$ cat src/rtl/msdap_out_serializer.sv
// msdap_out_serializer
//   Output stage of MSDAP. Left/right result pairs arrive over a valid/ready
//   handshake into a DEPTH-entry FIFO. Each pair is shifted out MSB-first on
//   OutputL/OutputR, one bit per SCLK. OutReady is high for exactly WIDTH
//   cycles per word. Back-to-back words stream with no idle cycle between them.
//
//   Parameters: WIDTH (word / serial length), DEPTH (FIFO pairs, power of 2, >= 2)
//   Ports:
//     SCLK      in   clock, all logic on posedge
//     Reset     in   synchronous active-high reset (wins over Start)
//     Start     in   synchronous flush: abort current word, empty FIFO
//     InL_data  in   left result word
//     InR_data  in   right result word
//     In_valid  in   pair valid this cycle
//     In_ready  out  FIFO not full
//     OutputL   out  left serial bit (registered)
//     OutputR   out  right serial bit (registered)
//     OutReady  out  OutputL/R valid this cycle (registered)
//     Busy      out  serialisation in progress or FIFO non-empty
//     OutFrame  out  only when MSDAP_OUT_FRAME_EN is defined: high while the
//                    MSB of a word is presented
module msdap_out_serializer #(
  parameter int WIDTH = 40,
  parameter int DEPTH = 4
) (
  input  logic             SCLK,
  input  logic             Reset,
  input  logic             Start,
  input  logic [WIDTH-1:0] InL_data,
  input  logic [WIDTH-1:0] InR_data,
  input  logic             In_valid,
  output logic             In_ready,
  output logic             OutputL,
  output logic             OutputR,
  output logic             OutReady,
  output logic             Busy
`ifdef MSDAP_OUT_FRAME_EN
  ,
  output logic             OutFrame
`endif
);

  localparam int PW = $clog2(DEPTH);
  localparam int CW = PW + 1;
  localparam int BW = $clog2(WIDTH);
  localparam logic [BW-1:0] LAST_BIT = BW'(WIDTH - 1);

  typedef enum logic {IDLE, SHIFT} state_t;

  state_t state, next_state;

  logic [WIDTH-1:0] mem_l [DEPTH];
  logic [WIDTH-1:0] mem_r [DEPTH];
  logic [PW-1:0]    wr_ptr, rd_ptr;
  logic [CW-1:0]    count;
  logic [WIDTH-1:0] sh_l, sh_r;
  logic [BW-1:0]    bit_cnt;

  logic full, empty, word_end, push, pop, clear;

  assign clear    = Reset || Start;
  assign full     = (count == CW'(DEPTH));
  assign empty    = (count == '0);
  assign In_ready = !full;
  assign Busy     = (state == SHIFT) || !empty || OutReady;

  // FSM next state and handshake decisions
  always_comb begin
    next_state = state;
    word_end   = 1'b0;
    pop        = 1'b0;
    push       = In_valid && !full && !clear;
    case (state)
      IDLE: begin
        if (!empty) begin
          pop        = 1'b1;
          next_state = SHIFT;
        end
      end
      SHIFT: begin
        word_end = (bit_cnt == LAST_BIT);
        if (word_end) begin
          if (!empty) pop = 1'b1;
          else        next_state = IDLE;
        end
      end
      default: next_state = IDLE;
    endcase
    if (clear) pop = 1'b0;
  end

  always_ff @(posedge SCLK) begin
    if (clear) state <= IDLE;
    else       state <= next_state;
  end

  // FIFO storage (data only, no reset needed)
  always_ff @(posedge SCLK) begin
    if (push) begin
      mem_l[wr_ptr] <= InL_data;
      mem_r[wr_ptr] <= InR_data;
    end
  end

  always_ff @(posedge SCLK) begin
    if (clear) begin
      wr_ptr <= '0;
      rd_ptr <= '0;
      count  <= '0;
    end else begin
      if (push) wr_ptr <= wr_ptr + PW'(1);
      if (pop)  rd_ptr <= rd_ptr + PW'(1);
      if (push && !pop)      count <= count + CW'(1);
      else if (pop && !push) count <= count - CW'(1);
    end
  end

  // Shifter. The output register samples the shifter MSB on the same edge
  // the shifter advances, so the serial stream trails the shifter by one
  // cycle and a load at a word boundary lands with no gap.
  always_ff @(posedge SCLK) begin
    if (clear) begin
      sh_l    <= '0;
      sh_r    <= '0;
      bit_cnt <= '0;
    end else if (pop) begin
      sh_l    <= mem_l[rd_ptr];
      sh_r    <= mem_r[rd_ptr];
      bit_cnt <= '0;
    end else if (state == SHIFT) begin
      sh_l    <= {sh_l[WIDTH-2:0], 1'b0};
      sh_r    <= {sh_r[WIDTH-2:0], 1'b0};
      bit_cnt <= word_end ? '0 : bit_cnt + BW'(1);
    end
  end

  always_ff @(posedge SCLK) begin
    if (clear) begin
      OutReady <= 1'b0;
      OutputL  <= 1'b0;
      OutputR  <= 1'b0;
    end else begin
      OutReady <= (state == SHIFT);
      OutputL  <= (state == SHIFT) && sh_l[WIDTH-1];
      OutputR  <= (state == SHIFT) && sh_r[WIDTH-1];
    end
  end

`ifdef MSDAP_OUT_FRAME_EN
  always_ff @(posedge SCLK) begin
    if (clear) OutFrame <= 1'b0;
    else       OutFrame <= (state == SHIFT) && (bit_cnt == '0);
  end
`endif

endmodule

$ cat config.mk
export PLATFORM = sky130hd
export DESIGN_NAME = msdap_out_serializer
export DESIGN_NICKNAME = d
export VERILOG_FILES = /design/src/rtl/msdap_out_serializer.sv
export SDC_FILE = /design/constraint.sdc
export NUM_CORES = 1
export LEC_CHECK = 0
export BUFFER_PORTS_ARGS = -buffer_cell sky130_fd_sc_hd__clkbuf_2
export CAP_MARGIN = 20
export CORE_MARGIN = 2
export CORE_UTILIZATION = 35
export DETAILED_ROUTE_END_ITERATION = 16
export HOLD_SLACK_MARGIN = 0.08
export PLACE_DENSITY = 0.51
export SYNTH_ARGS = -nofsm -noshare
export SYNTH_HDL_FRONTEND = slang
export SYNTH_SLANG_ARGS = --single-unit
$ cat constraint.sdc
create_clock -name SCLK -period 5 [get_ports SCLK]
set_input_delay 0 -clock SCLK [delete_from_list [all_inputs] [get_ports SCLK]]
set_output_delay 0 -clock SCLK [all_outputs]
set_load 0.05 [all_outputs]
==> results of run 1 <==
## repair_timing
action                                 in CTS  in global routing
endpoints found under the hold margin     328                  0
setup buffers                               0                  0
hold buffers                               83                  0
## final timing paths
kind	to	slack, ps	depth (start not counted)
setup / recovery	count[2]$_SDFFE_PP0P_	1920	9
hold / removal	count[0]$_SDFFE_PP0P_	150	6
setup reg to reg	count[2]$_SDFFE_PP0P_	1920	9
hold reg to reg	flop	490	2
## state kept, by name, indices dropped and copies added, names as in the netlist, 2 cells and up, named ones only
register and flops:
mem_l 160, mem_r 160, sh_l 40, sh_r 40, bit_cnt 6, count 3
rd_ptr 2, wr_ptr 2
## synth_stat cells
master	number	area, sq um
nor2_1	91	341.6
a22oi_1	2	15.01
nand2b_1	3	18.77
fa_1	1	20.02
and2_1	5	31.28
and3_1	2	12.51
xnor2_1	3	26.28
o21ai_0	4	20.02
or3_1	2	12.51
clkbuf_1	35	131.4
a21boi_0	1	7.510
ha_1	6	75.07
buf_6	1	11.26
edfxtp_1	320	9609
nor4_1	1	6.260
buf_2	19	95.09
or2_2	2	12.51
xor2_1	5	43.79
nor3_1	1	5.000
inv_1	4	15.01
nand3b_1	2	15.01
or3b_2	1	8.760
or3b_1	1	8.760
buf_4	1	7.510
a211oi_1	78	585.6
nand3_1	1	5.000
a21oi_1	6	30.03
mux2i_1	79	790.8
o21a_1	1	7.510
mux4_2	80	1802
nand4_1	2	12.51
nand2_1	5	18.77
a221oi_1	1	8.760
dfxtp_1	99	1982
a211o_1	1	8.760
buf_1	1	3.750
## final cells by class
class | count | area [sq um] | area share, %
flip-flops and latches | 419 | 11600 | 60.37
multi-input cells | 387 | 3971 | 20.66
repair buffers | 187 | 1444 | 7.513
clock buffers | 73 | 1364 | 7.096
well taps | 592 | 740.7 | 3.854
clock inverters | 11 | 82.58 | 0.4297
inverters | 4 | 15.01 | 0.07812
## layout by cell type (no fill, tap or decap), types with 3 or more instances in the layout
master | netlist | final
a211oi_1 | 78 | 78
a21oi_1 | 6 | 6
and2_4 | 0 | 4
buf_4 | 1 | 13
clkbuf_1 | 35 | 17
clkbuf_16 | 0 | 47
clkbuf_2 | 0 | 88
clkbuf_8 | 0 | 9
clkinv_1 | 0 | 5
dfxtp_1 | 99 | 96
dfxtp_4 | 0 | 3
dlygate4sd3_1 | 0 | 83
edfxtp_1 | 320 | 320
ha_1 | 6 | 6
inv_1 | 4 | 4
mux2i_1 | 79 | 79
mux4_2 | 80 | 80
nand2_1 | 5 | 5
nand2b_1 | 3 | 3
nor2_1 | 91 | 91
o21ai_0 | 4 | 4
xnor2_1 | 3 | 3
xor2_1 | 5 | 5
## per-layer routing
metal	part of all wire (%)	up-vias
li1	-	3811
met3	4.0	52
met5	0.087	-
met1	45	4056
met4	2.3	4
met2	48	144
## power by group
part	switching (mW)	leakage [nW]	internal (mW)
registers	0.0354	3.69	3.80
logic	0.179	1.68	0.168
clock network	1.30	0.699	1.91
## cell families after synthesis
kind of cell / Yosys count / synth area share [%]
flops: 419 / 73.34
mux: 159 / 16.40
simple gates: 119 / 3.222
compound gates: 94 / 4.322
buf+inv: 61 / 1.670
xor+xnor: 8 / 0.4433
fa+ha+maj: 7 / 0.6016
## worst max-delay path, cell delays in order (launching register included)
cell and delay [ps]:
dfxtp_4 770, a21boi_0 300, a211o_4 470, or2_2 210, ha_1 180, inv_1 70
fa_1 370, xor2_1 180, or3_1 300, a21oi_1 130
==> results.json, run 1 <==
{
  "status": "finished clean",
  "crit_fanout": 53,
  "startpoint_type": "flop",
  "ios": 89,
  "leakagePower_nw": 6.069,
  "yosys_register_bits": 419,
  "vias": 8067,
  "die_x_um": 216.5,
  "final.period_utilization_pct": 61.53,
  "post-place-ws_ps": 1896,
  "wire_per_inst_um": 18.59,
  "ant_nets": 0,
  "worst_pin_slew_ps": 1057,
  "drcViolationCount": 0,
  "finish.utilization_pct": 43.27,
  "wl_um": 31100,
  "reg2reg_from": "state$_SDFF_PP0_",
  "fmax_mhz": 325.0,
  "dp.cells": 1504,
  "ir_worst_vdd_v": 0.0002156,
  "arrival_ps": 3550,
  "grt_pass1_wl_um": 49970,
  "synth_area_sq_um": 15810,
  "fin_ws_ps": 1923,
  "start_util_pct": 35.59,
  "diodes": 0,
  "fin_cells": 1673,
  "post-route-min-period_ps": 3077,
  "synth_fp_nets": 958,
  "track_usage_pct": 13.75,
  "finalInstanceArea_sq_um": 19220,
  "numCtsBuffers": 45,
  "syn_inst": 867,
  "slew_headroom_pct": 29.52,
  "placed_area_sq_um": 16890,
  "ys_warn_count": 0,
  "cts_tree": "built",
  "finalSetupViolCount": 0,
  "firstDrtPassIters": 4,
  "avgViaCountPerCell": 4.822,
  "cts.htree.levels": 2,
  "yosysSeqAreaShare_pct": 73.34,
  "worst_hold_startpoint": "Start",
  "hp-class": "primary input to flop",
  "core-area_sq_um": 44410,
  "ys_types": 36,
  "core.rowCount": 77,
  "cts.sinks": 419,
  "clock_skew_ps": 16.32,
  "maxSlewViolCount": 0,
  "worst_hold_slack_ps": 152.7,
  "clk_pin_slew_ps": 60,
  "worstSkewPairLatency_ps": 560,
  "hold_violations": 0,
  "die_h_um": 216.5,
  "use_met1_pct": 18.24,
  "startpoint": "state$_SDFF_PP0_",
  "io_buffers": 88,
  "cts_resized": 0,
  "fp.dieArea_sq_um": 46870,
  "criticalPathCategory": "flop to flop",
  "grt_pass1_vias": 8696,
  "top_usage_layer": "met2",
  "drt_iter0_drc": 344,
  "avgSynthCellArea_sq_um": 18.23,
  "root_buffer": "clkbuf_16",
  "drv_cap": 0,
  "grt_max_degree": 111,
  "p_per_area_nw_per_um2": 384.6,
  "layout-drive-gt1-share_pct": 23.77,
  "met3_usage_pct": 2.582,
  "finalPower_mw": 7.391,
  "clockBufferDepth": 3,
  "area_growth_pct": 21.60,
  "rsz0062_at_grt": "false",
  "nFillCells": 3925,
  "place_congestion": 0.6678,
  "cp.required_ps": 5480,
  "grt.met2_usage_pct": 22.65,
  "finish.net_count": 1135,
  "cp-end-kind": "flop",
  "antenna_found_initial": 2,
  "finalSetupTns_ps": 0,
  "grt.overflow.total": 0,
  "dp_hpwl_um": 17150
}
(Power assumes the default switching activity.)
==> run 2: changes to the inputs <==
ABC_AREA = 1   (was unset)
PLACE_DENSITY = 0.5   (was 0.51)
clock period = 3.2 ns   (was 5 ns; I/O delays follow)
==> run 2 against run 1 <==
- sequential share of layout area shrank 8.2 points
- critical path depth shrank 3
- worst hold slack lost 60 ps
- synthesized area grew 19%
- count of clock-buffer cells in the layout shrank 8
- die area grew 19%
- clock skew shrank 5.5 ps
- largest cell class unchanged
==> results.json, run 2 <==
{
  "status": "finished clean",
  "cts_setup_buffers": 0,
  "synth_commonest_cells": "720 x nand2_1, 431 x inv_1, 320 x edfxtp_1, 237 x nand3_1, 99 x dfxtp_1",
  "drv_cap": 0,
  "clk_pin_slew_ps": 60,
  "cp-end-kind": "output port",
  "cp_num_buf_inv": 4,
  "cell_internal_pwr_mw": 9.138,
  "synthFlopType": "edfxtp_1",
  "rrSetupSlack_ps": 870,
  "cp_slowest_cell": "buf_4",
  "cts.sinks": 419,
  "worst_pin_slew_ps": 1037,
  "cp.required_ps": 3200,
  "yosys_register_bits": 419,
  "io_buffers": 88,
  "multiInputGateArea_sq_um": 4871,
  "criticalPathCategory": "flop to output port",
  "top_regs": "mem_l: 160 flops, mem_r: 160 flops",
  "path_cells": "inv_2 > nand3_4 > buf_4 > inv_1 > nand2_1 > clkbuf_2",
  "avgViaCountPerCell": 4.493,
  "vias": 13330,
  "place_congestion": 0.7200,
  "p_per_area_nw_per_um2": 527.0,
  "synth_fp_nets": 2197,
  "comb_power_share_pct": 5.3,
  "p_clk_share_pct": 44.1,
  "netSwitchingPower_mw": 2.573,
  "wl_um": 43120,
  "grt.overflow.total": 0,
  "layout_common_cells": "720 x nand2_1, 431 x inv_1, 320 x edfxtp_1",
  "synth_area_sq_um": 18800,
  "layout-drive-gt1-share_pct": 10.59,
  "post-route-min-period_ps": 2586,
  "worstSkewPairLatency_ps": 570,
  "synthTopCellsByArea": "edfxtp_1 51%, nand2_1 14%, dfxtp_1 11%, inv_1 8.6%, nand3_1 6.3%",
  "leakagePower_nw": 10.54,
  "drt_iter0_drc": 778,
  "startpoint_type": "flop",
  "synth-edff-count": 320,
  "fmax_mhz": 386.7,
  "worst_hold_slack_ps": 92.79,
  "fp.dieArea_sq_um": 55590,
  "track_usage_pct": 15.83,
  "rsz0062_at_grt": "false",
  "grt_max_degree": 165,
  "clockBufferDepth": 3,
  "hp-class": "primary input to flop",
  "cts.htree.levels": 2,
  "fin_ws_ps": 613.7,
  "core.rowCount": 84,
  "slew_headroom_pct": 30.90,
  "yosysSeqAreaShare_pct": 61.65,
  "antenna_found_initial": 4,
  "final_common_cell": "nand2_1",
  "start_util_pct": 35.56,
  "die_h_um": 235.8,
  "clock_skew_ps": 10.81,
  "die_x_um": 235.8,
  "crit_fanout": 81,
  "final.period_utilization_pct": 80.82,
  "yosysTopAreaCell": "edfxtp_1",
  "drcViolationCount": 0,
  "finish.net_count": 2330,
  "area_growth_pct": 18.20,
  "power.share.sequential_pct": 50.6,
  "switching_share_pct": 21.97,
  "synth_top_area_share_pct": 51.11,
  "yosysMostFrequentCell": "nand2_1",
  "ys_types": 27,
  "hold_violations": 0,
  "firstDrtPassIters": 5,
  "max_stage_delay_ps": 790,
  "ir_worst_vdd_v": 0.0003482,
  "grt_pass1_wl_um": 70350,
  "grt_pass1_vias": 13020,
  "wire_per_inst_um": 14.53,
  "crit_family": "buffers and inverters",
  "core-area_sq_um": 52870,
  "ys_async_sr_fraction_pct": 0,
  "cts_tree": "built",
  "avgSynthCellArea_sq_um": 8.927,
  "finalSetupViolCount": 0,
  "root_buffer": "clkbuf_16",
  "arrival_ps": 2590,
  "regArea_sq_um": 11600,
  "ys_warn_count": 0,
  "numCtsBuffers": 45,
  "maxSlewViolCount": 0,
  "post-place-ws_ps": 855.8,
  "dp_hpwl_um": 23440,
  "nFillCells": 5192,
  "ant_nets": 0,
  "syn_inst": 2106,
  "ios": 89
}
run 2: final timing paths:
| check | startpoint | end | cells past startpoint |
|---|---|---|---|
| max | count[0]$_SDFFE_PP0P_ | Busy | 6 |
| min reg2reg | sh_l[39]$_SDFFE_PP0P_ | OutputL$_SDFF_PP0_ | 2 |
| max reg2reg | bit_cnt[0]$_SDFFE_PP0P_ | bit_cnt[1]$_SDFFE_PP0P_ | 9 |
| min | Start | wr_ptr[0]$_SDFFE_PP0P_ | 5 |
run 2: area by class of cell:
class | instances | share of cell area [%]
Tap cell | 688 | 3.874
Clock inverter | 19 | 0.5462
Sequential cell | 419 | 52.21
Antenna cell | 3 | 0.03378
Multi-Input combinational cell | 1104 | 21.92
Timing Repair Buffer | 200 | 7.365
Inverter | 469 | 7.939
Clock buffer | 65 | 6.109
run 2: stage by stage:
step                      TNS (ps)  utilization (%)  power (mW)  cells  instance area, sq um
after global routing             0            42.03       12.13   2967                 22220
after detailed placement         0            37.67       6.583   2798                 19910
after floorplan            -183050                -       6.375   2106                 18810
after global placement           0            37.67       6.575   2798                 19910
after CTS                        0            42.02       11.88   2964                 22210
final                            0            42.03       11.71   2967                 22220
run 2: repair_timing:
action                                  4_1_cts  5_1_grt
hold endpoints to repair                    323        0
resized for setup                             0        0
hold buffers                                 82        0
endpoints found under the setup margin        0        0
run 2: power by group through the flow:
| stage | sequential, mW | combinational [mW] | clock [mW] |
|---|---|---|---|
| 2_1_floorplan | 6.04 | 0.339 | 0 |
| 3_3_place_gp | 6.04 | 0.536 | 0 |
| 3_5_place_dp | 6.04 | 0.542 | 0 |
| 4_1_cts | 5.92 | 0.630 | 5.32 |
| 5_1_grt | 5.93 | 0.694 | 5.51 |
| 6_report | 5.92 | 0.618 | 5.17 |
run 2: tightest hold or removal path: cells and delay by family:
family | cells | cell delay [ps]
simple gates | 1 | 50
buf+inv | 2 | 330
compound gates | 2 | 210
run 2: routing by layer:
metal	part of all wire (%)	global-route usage, %
met5	0.030	0
met4	1.8	4.208
met3	3.6	2.849
met2	46	26.30
met1	48	21.29
run 2: cells by family (layout without fill, tap and decap cells):
group	after synthesis	count (layout)	synth area share, %
other	0	3	0
xor gates and xnor gates	5	5	0.2329
and+or+nand+nor	1064	1064	24.03
AOI/OAI and AO/OA	28	28	0.8518
buffers and inverters	583	753	12.73
DFF	419	419	61.65
adders and majority gates	7	7	0.5058
